--- src/rtl/spi_mem_slave.sv ---
// spi_mem_slave
//   SPI slave in front of a 2^ADDR_W x DATA_W register-array RAM. The first
//   frame of a transaction is an 8-bit command. Every later frame is DATA_W
//   bits wide and is handled according to that command until SSB rises.
//   A handshaked sampler streams N words from ext_data into RAM.
//   Commands: WR_AR, WR_DATA, RD_DATA, SAMPLE, RD_STATUS, ABORT.
//   cmd[4] = AUTOINC.
// Ports
//   SCK        clock, all logic on the rising edge
//   reset      asynchronous, active-high
//   SSB        slave select, active low
//   MOSI       serial in, MSB first
//   MISO       serial out, MSB first (transmit register MSB)
//   ext_data   sample word
//   ext_valid  ext_data valid this cycle (ignored unless busy)
//   busy       sampler running
//   done       sticky sampler-complete flag
module spi_mem_slave #(
  parameter int DATA_W = 8,
  parameter int ADDR_W = 8
) (
  input  logic              SCK,
  input  logic              reset,
  input  logic              SSB,
  input  logic              MOSI,
  output logic              MISO,
  input  logic [DATA_W-1:0] ext_data,
  input  logic              ext_valid,
  output logic              busy,
  output logic              done
);
  localparam int DEPTH = 1 << ADDR_W;
  // The receive path must hold a full command byte even when DATA_W < 8.
  localparam int RX_W  = (DATA_W > 8) ? DATA_W : 8;
  localparam int CNT_W = $clog2(RX_W + 1);

  localparam logic [3:0] OP_WR_AR     = 4'h1;
  localparam logic [3:0] OP_WR_DATA   = 4'h2;
  localparam logic [3:0] OP_RD_DATA   = 4'h3;
  localparam logic [3:0] OP_SAMPLE    = 4'h4;
  localparam logic [3:0] OP_RD_STATUS = 4'h5;
  localparam logic [3:0] OP_ABORT     = 4'h6;

  typedef enum logic [1:0] {S_IDLE, S_CMD, S_DATA} state_t;

  state_t            state_reg, state_next;
  logic [CNT_W-1:0]  cnt_reg, cnt_next;
  logic [RX_W-2:0]   rx_reg, rx_next;
  logic [DATA_W-1:0] tx_reg, tx_next;
  logic [4:0]        cmd_reg, cmd_next;
  logic              first_reg, first_next;
  logic [ADDR_W-1:0] ar_reg, ar_next;
  logic              busy_reg, busy_next;
  logic              done_reg, done_next;
  logic              err_reg, err_next;
  logic [DATA_W-1:0] rem_reg, rem_next;

  logic [DATA_W-1:0] mem [DEPTH];

  logic              we;
  logic [ADDR_W-1:0] waddr;
  logic [DATA_W-1:0] wdata;
  logic [RX_W-1:0]   shift_in;
  logic [DATA_W-1:0] frame;
  logic [4:0]        cmd_word;
  logic [3:0]        op;
  logic              autoinc;
  logic              cmd_end;
  logic              frame_end;
  logic [DATA_W-1:0] status_word;

  always_ff @(posedge SCK or posedge reset) begin
    if (reset) begin
      state_reg <= S_IDLE;
      cnt_reg   <= '0;
      rx_reg    <= '0;
      tx_reg    <= '0;
      cmd_reg   <= '0;
      first_reg <= 1'b0;
      ar_reg    <= '0;
      busy_reg  <= 1'b0;
      done_reg  <= 1'b0;
      err_reg   <= 1'b0;
      rem_reg   <= '0;
    end else begin
      state_reg <= state_next;
      cnt_reg   <= cnt_next;
      rx_reg    <= rx_next;
      tx_reg    <= tx_next;
      cmd_reg   <= cmd_next;
      first_reg <= first_next;
      ar_reg    <= ar_next;
      busy_reg  <= busy_next;
      done_reg  <= done_next;
      err_reg   <= err_next;
      rem_reg   <= rem_next;
    end
  end

  // RAM contents survive reset; only the write strobe is held off.
  always_ff @(posedge SCK) begin
    if (we && !reset) begin
      mem[waddr] <= wdata;
    end
  end

  always_comb begin
    state_next  = state_reg;
    cnt_next    = cnt_reg;
    rx_next     = rx_reg;
    tx_next     = tx_reg;
    cmd_next    = cmd_reg;
    first_next  = first_reg;
    ar_next     = ar_reg;
    busy_next   = busy_reg;
    done_next   = done_reg;
    err_next    = err_reg;
    rem_next    = rem_reg;
    we          = 1'b0;
    waddr       = ar_reg;
    wdata       = ext_data;
    cmd_end     = 1'b0;
    frame_end   = 1'b0;
    status_word = '0;

    shift_in = {rx_reg, MOSI};
    frame    = shift_in[DATA_W-1:0];
    // While the command byte is completing, decode it straight off the wire.
    cmd_word = (state_reg == S_CMD) ? shift_in[4:0] : cmd_reg;
    op       = cmd_word[3:0];
    autoinc  = cmd_word[4];

    // Sampler runs independently of SSB and owns AR while busy.
    if (busy_reg && ext_valid) begin
      we       = 1'b1;
      waddr    = ar_reg;
      wdata    = ext_data;
      ar_next  = ar_reg + ADDR_W'(1);
      rem_next = rem_reg - DATA_W'(1);
      if (rem_reg == DATA_W'(1)) begin
        busy_next = 1'b0;
        done_next = 1'b1;
      end
    end

    if (SSB) begin
      // Partial frames and the current command are dropped.
      state_next = S_IDLE;
      cnt_next   = '0;
      rx_next    = '0;
      tx_next    = '0;
      cmd_next   = '0;
      first_next = 1'b0;
    end else begin
      rx_next = shift_in[RX_W-2:0];
      tx_next = {tx_reg[DATA_W-2:0], 1'b0};
      unique case (state_reg)
        S_IDLE: begin
          state_next = S_CMD;
          cnt_next   = CNT_W'(1);
        end
        S_CMD: begin
          if (cnt_reg == CNT_W'(7)) begin
            cmd_end    = 1'b1;
            state_next = S_DATA;
            cnt_next   = '0;
            cmd_next   = shift_in[4:0];
            first_next = 1'b1;
          end else begin
            cnt_next = cnt_reg + CNT_W'(1);
          end
        end
        default: begin
          if (cnt_reg == CNT_W'(DATA_W - 1)) begin
            frame_end  = 1'b1;
            cnt_next   = '0;
            first_next = 1'b0;
          end else begin
            cnt_next = cnt_reg + CNT_W'(1);
          end
        end
      endcase
    end

    if (cmd_end && op == OP_ABORT) begin
      busy_next = 1'b0;
      rem_next  = '0;
    end

    if (frame_end) begin
      case (op)
        OP_WR_AR: begin
          if (busy_reg) err_next = 1'b1;
          else          ar_next  = frame[ADDR_W-1:0];
        end
        OP_WR_DATA: begin
          if (busy_reg) begin
            err_next = 1'b1;
          end else begin
            we    = 1'b1;
            waddr = ar_reg;
            wdata = frame;
            if (autoinc) ar_next = ar_reg + ADDR_W'(1);
          end
        end
        OP_SAMPLE: begin
          // Only the first data frame carries N.
          if (first_reg) begin
            if (busy_reg) begin
              err_next = 1'b1;
            end else if (frame != '0) begin
              busy_next = 1'b1;
              rem_next  = frame;
            end
          end
        end
        default: ;
      endcase
    end

    // Transmit register reloads at every frame boundary.
    if (cmd_end || frame_end) begin
      case (op)
        OP_RD_DATA: begin
          if (busy_reg) begin
            err_next = 1'b1;
            tx_next  = '0;
          end else begin
            tx_next = mem[ar_reg];
            if (autoinc) ar_next = ar_reg + ADDR_W'(1);
          end
        end
        OP_RD_STATUS: begin
          // Uses post-capture sampler state so a same-edge completion shows.
          status_word[3:0] = {err_reg, done_next, busy_next, ~busy_next};
          tx_next          = status_word;
          done_next        = 1'b0;
          err_next         = 1'b0;
        end
        default: tx_next = '0;
      endcase
    end
  end

  assign MISO = tx_reg[DATA_W-1];
  assign busy = busy_reg;
  assign done = done_reg;
endmodule

--- config.mk ---
export PLATFORM = sky130hd
export DESIGN_NAME = spi_mem_slave
export DESIGN_NICKNAME = d
export VERILOG_FILES = /design/src/rtl/spi_mem_slave.sv
export SDC_FILE = /design/constraint.sdc
export NUM_CORES = 2
export LEC_CHECK = 0
export BUFFER_PORTS_ARGS = -buffer_cell sky130_fd_sc_hd__buf_2
export CAP_MARGIN = 10
export CORE_MARGIN = 4
export CORE_UTILIZATION = 25
export DETAILED_ROUTE_END_ITERATION = 8
export SETUP_SLACK_MARGIN = 0.1
export SYNTH_ARGS = -nofsm -noshare
export SYNTH_HDL_FRONTEND = slang
export SYNTH_SLANG_ARGS = --single-unit
--- constraint.sdc ---
create_clock -name SCK -period 5.5 [get_ports SCK]
set_clock_uncertainty 0.2 [all_clocks]
set_input_delay 0.55 -clock SCK [delete_from_list [all_inputs] [get_ports SCK]]
set_output_delay 0.55 -clock SCK [all_outputs]
set_load 0.01 [all_outputs]
# --- Word level (Yosys, flattened, before mapping) ---
# Memories as Yosys holds them, arrays and structs flattened.
# Cells that the tools add are included.
totals:
  ff_bits: 46
  mem_bits_rw: 2048
  inputBits: 13
  out_inout_bits: 3
  elab_cells: 111
  n_memories: 1
memory_table:
  columns: ["memory", "words", "width", "read_ports", "rd_clocked_by_memory_dff", "wr", "line", "source"]
  rows:
  - ["mem", 256, 8, 1, 0, 1, "58", "logic [DATA_W-1:0] mem [DEPTH];"]
classes:
  addsub: 3
  n_eq_ne: 11
  mux: 69
  bitwise_logic: 1
  reduce_logical: 15
ops:
  columns: ["op", "n"]
  rows:
  - ["$mux W8", 22]
  - ["$pmux W8 S2", 2]
  - ["$mux W1", 31]
  - ["$mux W5", 4]
  - ["$eq A4 B3 Y1 const B", 4]
  - ["$mux W4", 3]
  - ["$add A8 B1 Y8 const B", 1]
  - ["$eq A4 B2 Y1 const B", 2]
  - ["$eq A8 B1 Y1 const B", 1]
  - ["$reduce_bool A8 Y1", 1]
  - ["$sub A8 B1 Y8 const B", 1]
  - ["$mux W7", 1]
  - ["$pmux W1 S2", 3]
  - ["$reduce_and A2 Y1", 3]
  - ["$add A4 B1 Y4 const B", 1]
  - ["$eq A4 B1 Y1 const B", 1]
  - ["$mux W2", 2]
  - ["$pmux W2 S2", 1]
  - ["$reduce_bool A2 Y1", 2]
  - ["$reduce_or A2 Y1", 2]
  - ["$logic_and A1 B1 Y1", 3]
  - ["$ne A3 B2 Y1 const B", 1]
  - ["$reduce_bool A3 Y1", 1]
  - ["$eq A2 B1 Y1 const B", 1]
  - ["other kinds (5)", 5]

# --- Depth between registers and ports, before layout ---
logic_depth:
  word_depth: 14
  ltp_mapped: 13
  depth_no_buf: 8

# --- Least setup slack after synthesis ---
# OpenSTA, ideal clock, no wires.
synth_timing:
  path_type: "flip-flop to flip-flop"
  from: "reg cnt_reg[0]"
  to: "mem mem[0][3], data pin"
  setup_time_ns: 0.557
  t_arrival_ns: 3.582
  required_ns: 4.743
  slack_ns: 1.161
  path_stages_with_launch: 7
  path_buffers: 1
  synth_period_minus_slack_ns: 4.339
  path_cell_list: "dfrtp_1 > ha_1 > nand3b_1 > or3_1 > buf_2 > nor4_4 > mux2_2"
synth_between:
  elab_chain_cells: 5
synth_lines:
  columns: ["item", "line", "source"]
  rows:
  - ["start: declaration", "47", "logic [CNT_W-1:0] cnt_reg, cnt_next;"]
  - ["start signal: assignment", "87", "cnt_reg <= cnt_next;"]
  - ["$eq A4 B3 Y1", "174", "if (cnt_reg == CNT_W'(DATA_W - 1)) begin"]
  - ["$mux W1", "174", null]
  - ["$mux W1", "157", "unique case (state_reg)"]
  - ["$mux W1", "146", "if (SSB) begin"]
  - ["$mux W8", "190", "if (frame_end) begin"]
  - ["named net wdata[3]", "62", "logic [DATA_W-1:0] wdata;"]
  - ["end: declaration", "58", null]
# The timed path passes the listed nets, and every way through them passes these cells.

# --- Final worst setup path ---
layout_timing:
  from: "reg ar_reg[0]"
  to: "reg tx_reg[0]"
layout_between:
  elab_chain_cells: 4
layout_lines:
  columns: ["item", "line", "source"]
  rows:
  - ["start: declaration", "52", "logic [ADDR_W-1:0] ar_reg, ar_next;"]
  - ["start signal: assignment", "92", "ar_reg <= ar_next;"]
  - ["$mem_v2 Z256 W8", null, null]
  - ["$mux W8", "225", "if (busy_reg) begin"]
  - ["$pmux W8 S2", "223", "case (op)"]
  - ["$mux W8", "222", "if (cmd_end || frame_end) begin"]
  - ["named net tx_next[0]", "49", "logic [DATA_W-1:0] tx_reg, tx_next;"]
  - ["end signal: assignment", "89", "tx_reg <= tx_next;"]
  - ["end: declaration", "49", null]
# The timed path passes the listed nets, and every way through them passes these cells.
# A chain may end at the register's enable or synchronous reset.

==> metrics.txt <==
Peak VDD IR 0.356 mV; Final Util 29.4%; first-pass GRT wire length 333000 microns; WL/cell 26.3 microns; startpoint types register; reg-to-reg endpoint tx_reg[0]; crit share post-route 85.9%; fin. max-slew vios 0; WP data required 6.00 ns; crit-path max FO 40; syn_area_per_cell 20.0 sq um; GRT Residual Overflow 0; Post-synth EDFFs 2048; vias in the first global route 43.3k; layout cells sized above 1 24.3%; total iterations of the first detailed-routing run 5; Synth top area share 74.6%; Cell Area, Placed 89300 sq um; H-tree depth reported by CTS 4; Post-Route WL 234000 microns; relative slew slack 0.980%; Hold Path Class primary input to register; gpl congestion 0.868; total global-route track usage 13.5%; MaxCap Viol Count 0; row count 210; largest net degree at the start of global routing 157; synth warn 0; antenna-violating nets left 0; Die Footprint 339000 sq um; vias 43.6k; Clk Tree Root Cell clkbuf_16; core area 328000 sq um; Syn-to-layout area delta 17.0%; status finished clean; Reg2Reg Setup Slack 0.78 ns; final hold vios 0; die height 582 microns; fmax 212 MHz; Hold Path End rem_reg[0]; Tmin final 4.72 ns; top_reg_cell synth edfxtp_1; CTS tree yes; Synth area leader edfxtp_1; Area contributors post-synth edfxtp_1 (75%), mux4_2 (12%), mux2i_1 (2.9%), dfrtp_1 (1.4%), nor2_1 (1.3%); pwr dens 343 nW/um^2; critical path endpoint category register; DIE WIDTH 582 microns; syn_nets 4137; ys async rst share 2.20%; post-DP HPWL 147000 microns; setup TNS 0 ns; r2r startpoint ar_reg[0]; Num CTS Buffers 209; Port-buffer cells 15; Worst-path clk slew 0.06 ns; Residual DRC 0; Largest register FFs 2048; sequential area share after synthesis 76.0%; maximum clock path buffer count 3; initial antenna violation count 9; hold_sp ext_valid; DR vias/cell 4.88; clk sinks 2094; RSZ-0062 raised after global routing false; Hold Crit Depth 4; design area 96400 sq um; Critical Setup Path Class register to register; Arr. time, crit path 5.22 ns; Cells after Synth 4116; Leakage 28.7 nW; synthesized area 82400 sq um; final count of negative-setup-slack endpoints 0; Biggest register mem; Top Ports 16; DRT iter0 DRCs 5727; flip-flop and latch count after synthesis 2094; Clk Latency, worst-skew pair 0.86 ns; Fill cells 31.7k; Initial Util 25.1%; Synth cell types 74; R2R depth 9; Least-Margin Pin Slew 1.49 ns; nets 4418
## area by class of cell
cell class,instances,area (sq um),share of cell area [%]
Multi-Input combinational cell,1759,18500,19.2
Clock buffer,247,5420,5.62
Timing Repair Buffer,317,2610,2.71
Antenna cell,2,5.00,0.00519
Inverter,16,65.1,0.0675
Sequential cell,2094,62700,65.0
Clock inverter,145,1670,1.74
Tap cell,4346,5440,5.64
## stage by stage
stage	std cells	hold WS [ns]	total power (W)	setup slack [ns]
3_3_place_gp	8527	0.242	0.0187	0.794
4_1_cts	8923	0.214	0.0332	0.820
2_1_floorplan	4116	0.224	0.0184	1.16
5_1_grt	8925	0.281	0.0340	0.555
3_5_place_dp	8527	0.266	0.0188	0.780
6_report	8926	0.289	0.0330	0.776
## cell usage in the layout (no fill, tap or decap), drive strengths merged, types with 9 or more instances in the layout
cell type and count:
nor2b 27, nor4 19, a21oi 50, mux2 16, edfxtp 2048, buf 312
clkbuf 248, dfrtp 46, a22oi 72, o22ai 56, inv 22, mux4 438
nand3 56, clkinv 104, nor3 66, bufinv 28, nand2 141, mux2i 238
a221oi 26, a31oi 20, o211ai 9, a22o 17, a32oi 12, nand4 17
o21ai 58, a211oi 20, nor2 285
## kinds of logic (layout without fill, tap and decap cells)
family	count (synthesis)	after routing	share of synthesized area, %
compound gates	384	384	3.21
buf+inv	263	725	1.68
xor+xnor	12	12	0.128
other cells	0	2	0
simple gates	663	663	3.74
fa+ha+maj	8	8	0.121
flops	2094	2094	76.0
mux	692	692	15.1
## metal layers
layer / GRT usage (%) / part of all wire [%] / vias up
met2: 21.2 / 47 / 2385
met4: 4.56 / 3.4 / 6
met3: 3.31 / 10 / 421
li1: - / - / 17600
met1: 18.3 / 40 / 23200
met5: 0 / 0.020 / -
## worst max path at each step
| stage | start | end | slack (ns) | depth (start not counted) |
|---|---|---|---|---|
| 4_1_cts | cnt_reg[0] | mem[9][3] | 0.82 | 10 |
| 3_3_place_gp | MOSI | mem[9][4] | 0.79 | 10 |
| 6_report | ar_reg[0] | tx_reg[0] | 0.78 | 9 |
| 5_1_grt | cnt_reg[0] | mem[14][3] | 0.56 | 10 |
| 2_1_floorplan | cnt_reg[0] | mem[0][3] | 1.16 | 6 |
| 3_5_place_dp | MOSI | mem[9][4] | 0.78 | 10 |
## critical path, cell delays in order, from the launching register on
cell and delay (ns):
dfrtp_4 1.02, buf_4 0.47, mux4_2 0.54, mux2i_1 0.47, nor3_1 0.09, nor4_1 0.83
buf_4 0.23, o2111ai_1 0.09, a211oi_1 0.46, a21oi_1 0.13
## repair_timing
item | CTS | global route
buffers inserted | 0 | 0
setup endpoints to repair | 0 | 0
hold endpoints to repair | 63 | 0
gates resized for setup | 0 | 0
hold buffers | 4 | 0
## where the power goes
group / switching (W) / internal (W) / total (W)
logic: 0.000607 / 0.000275 / 0.000882
clock network: 0.00622 / 0.00840 / 0.0146
registers: 0.0000239 / 0.0175 / 0.0175
## synthesized netlist by cell type (all sizes together) (6+ instances only)
| cell type | count |
|---|---|
| a211oi | 20 |
| a21oi | 50 |
| a221oi | 26 |
| a22o | 17 |
| a22oi | 72 |
| a31oi | 20 |
| a32oi | 12 |
| and3 | 8 |
| buf | 159 |
| clkbuf | 88 |
| dfrtp | 46 |
| edfxtp | 2048 |
| ha | 8 |
| inv | 16 |
| mux2 | 16 |
| mux2i | 238 |
| mux4 | 438 |
| nand2 | 141 |
| nand2b | 8 |
| nand3 | 56 |
| nand4 | 17 |
| nor2 | 285 |
| nor2b | 27 |
| nor3 | 66 |
| nor4 | 19 |
| o211ai | 9 |
| o21ai | 58 |
| o22ai | 56 |
| o31ai | 6 |
| xnor2 | 8 |
No activity file was read; power rests on OpenSTA's default activity.
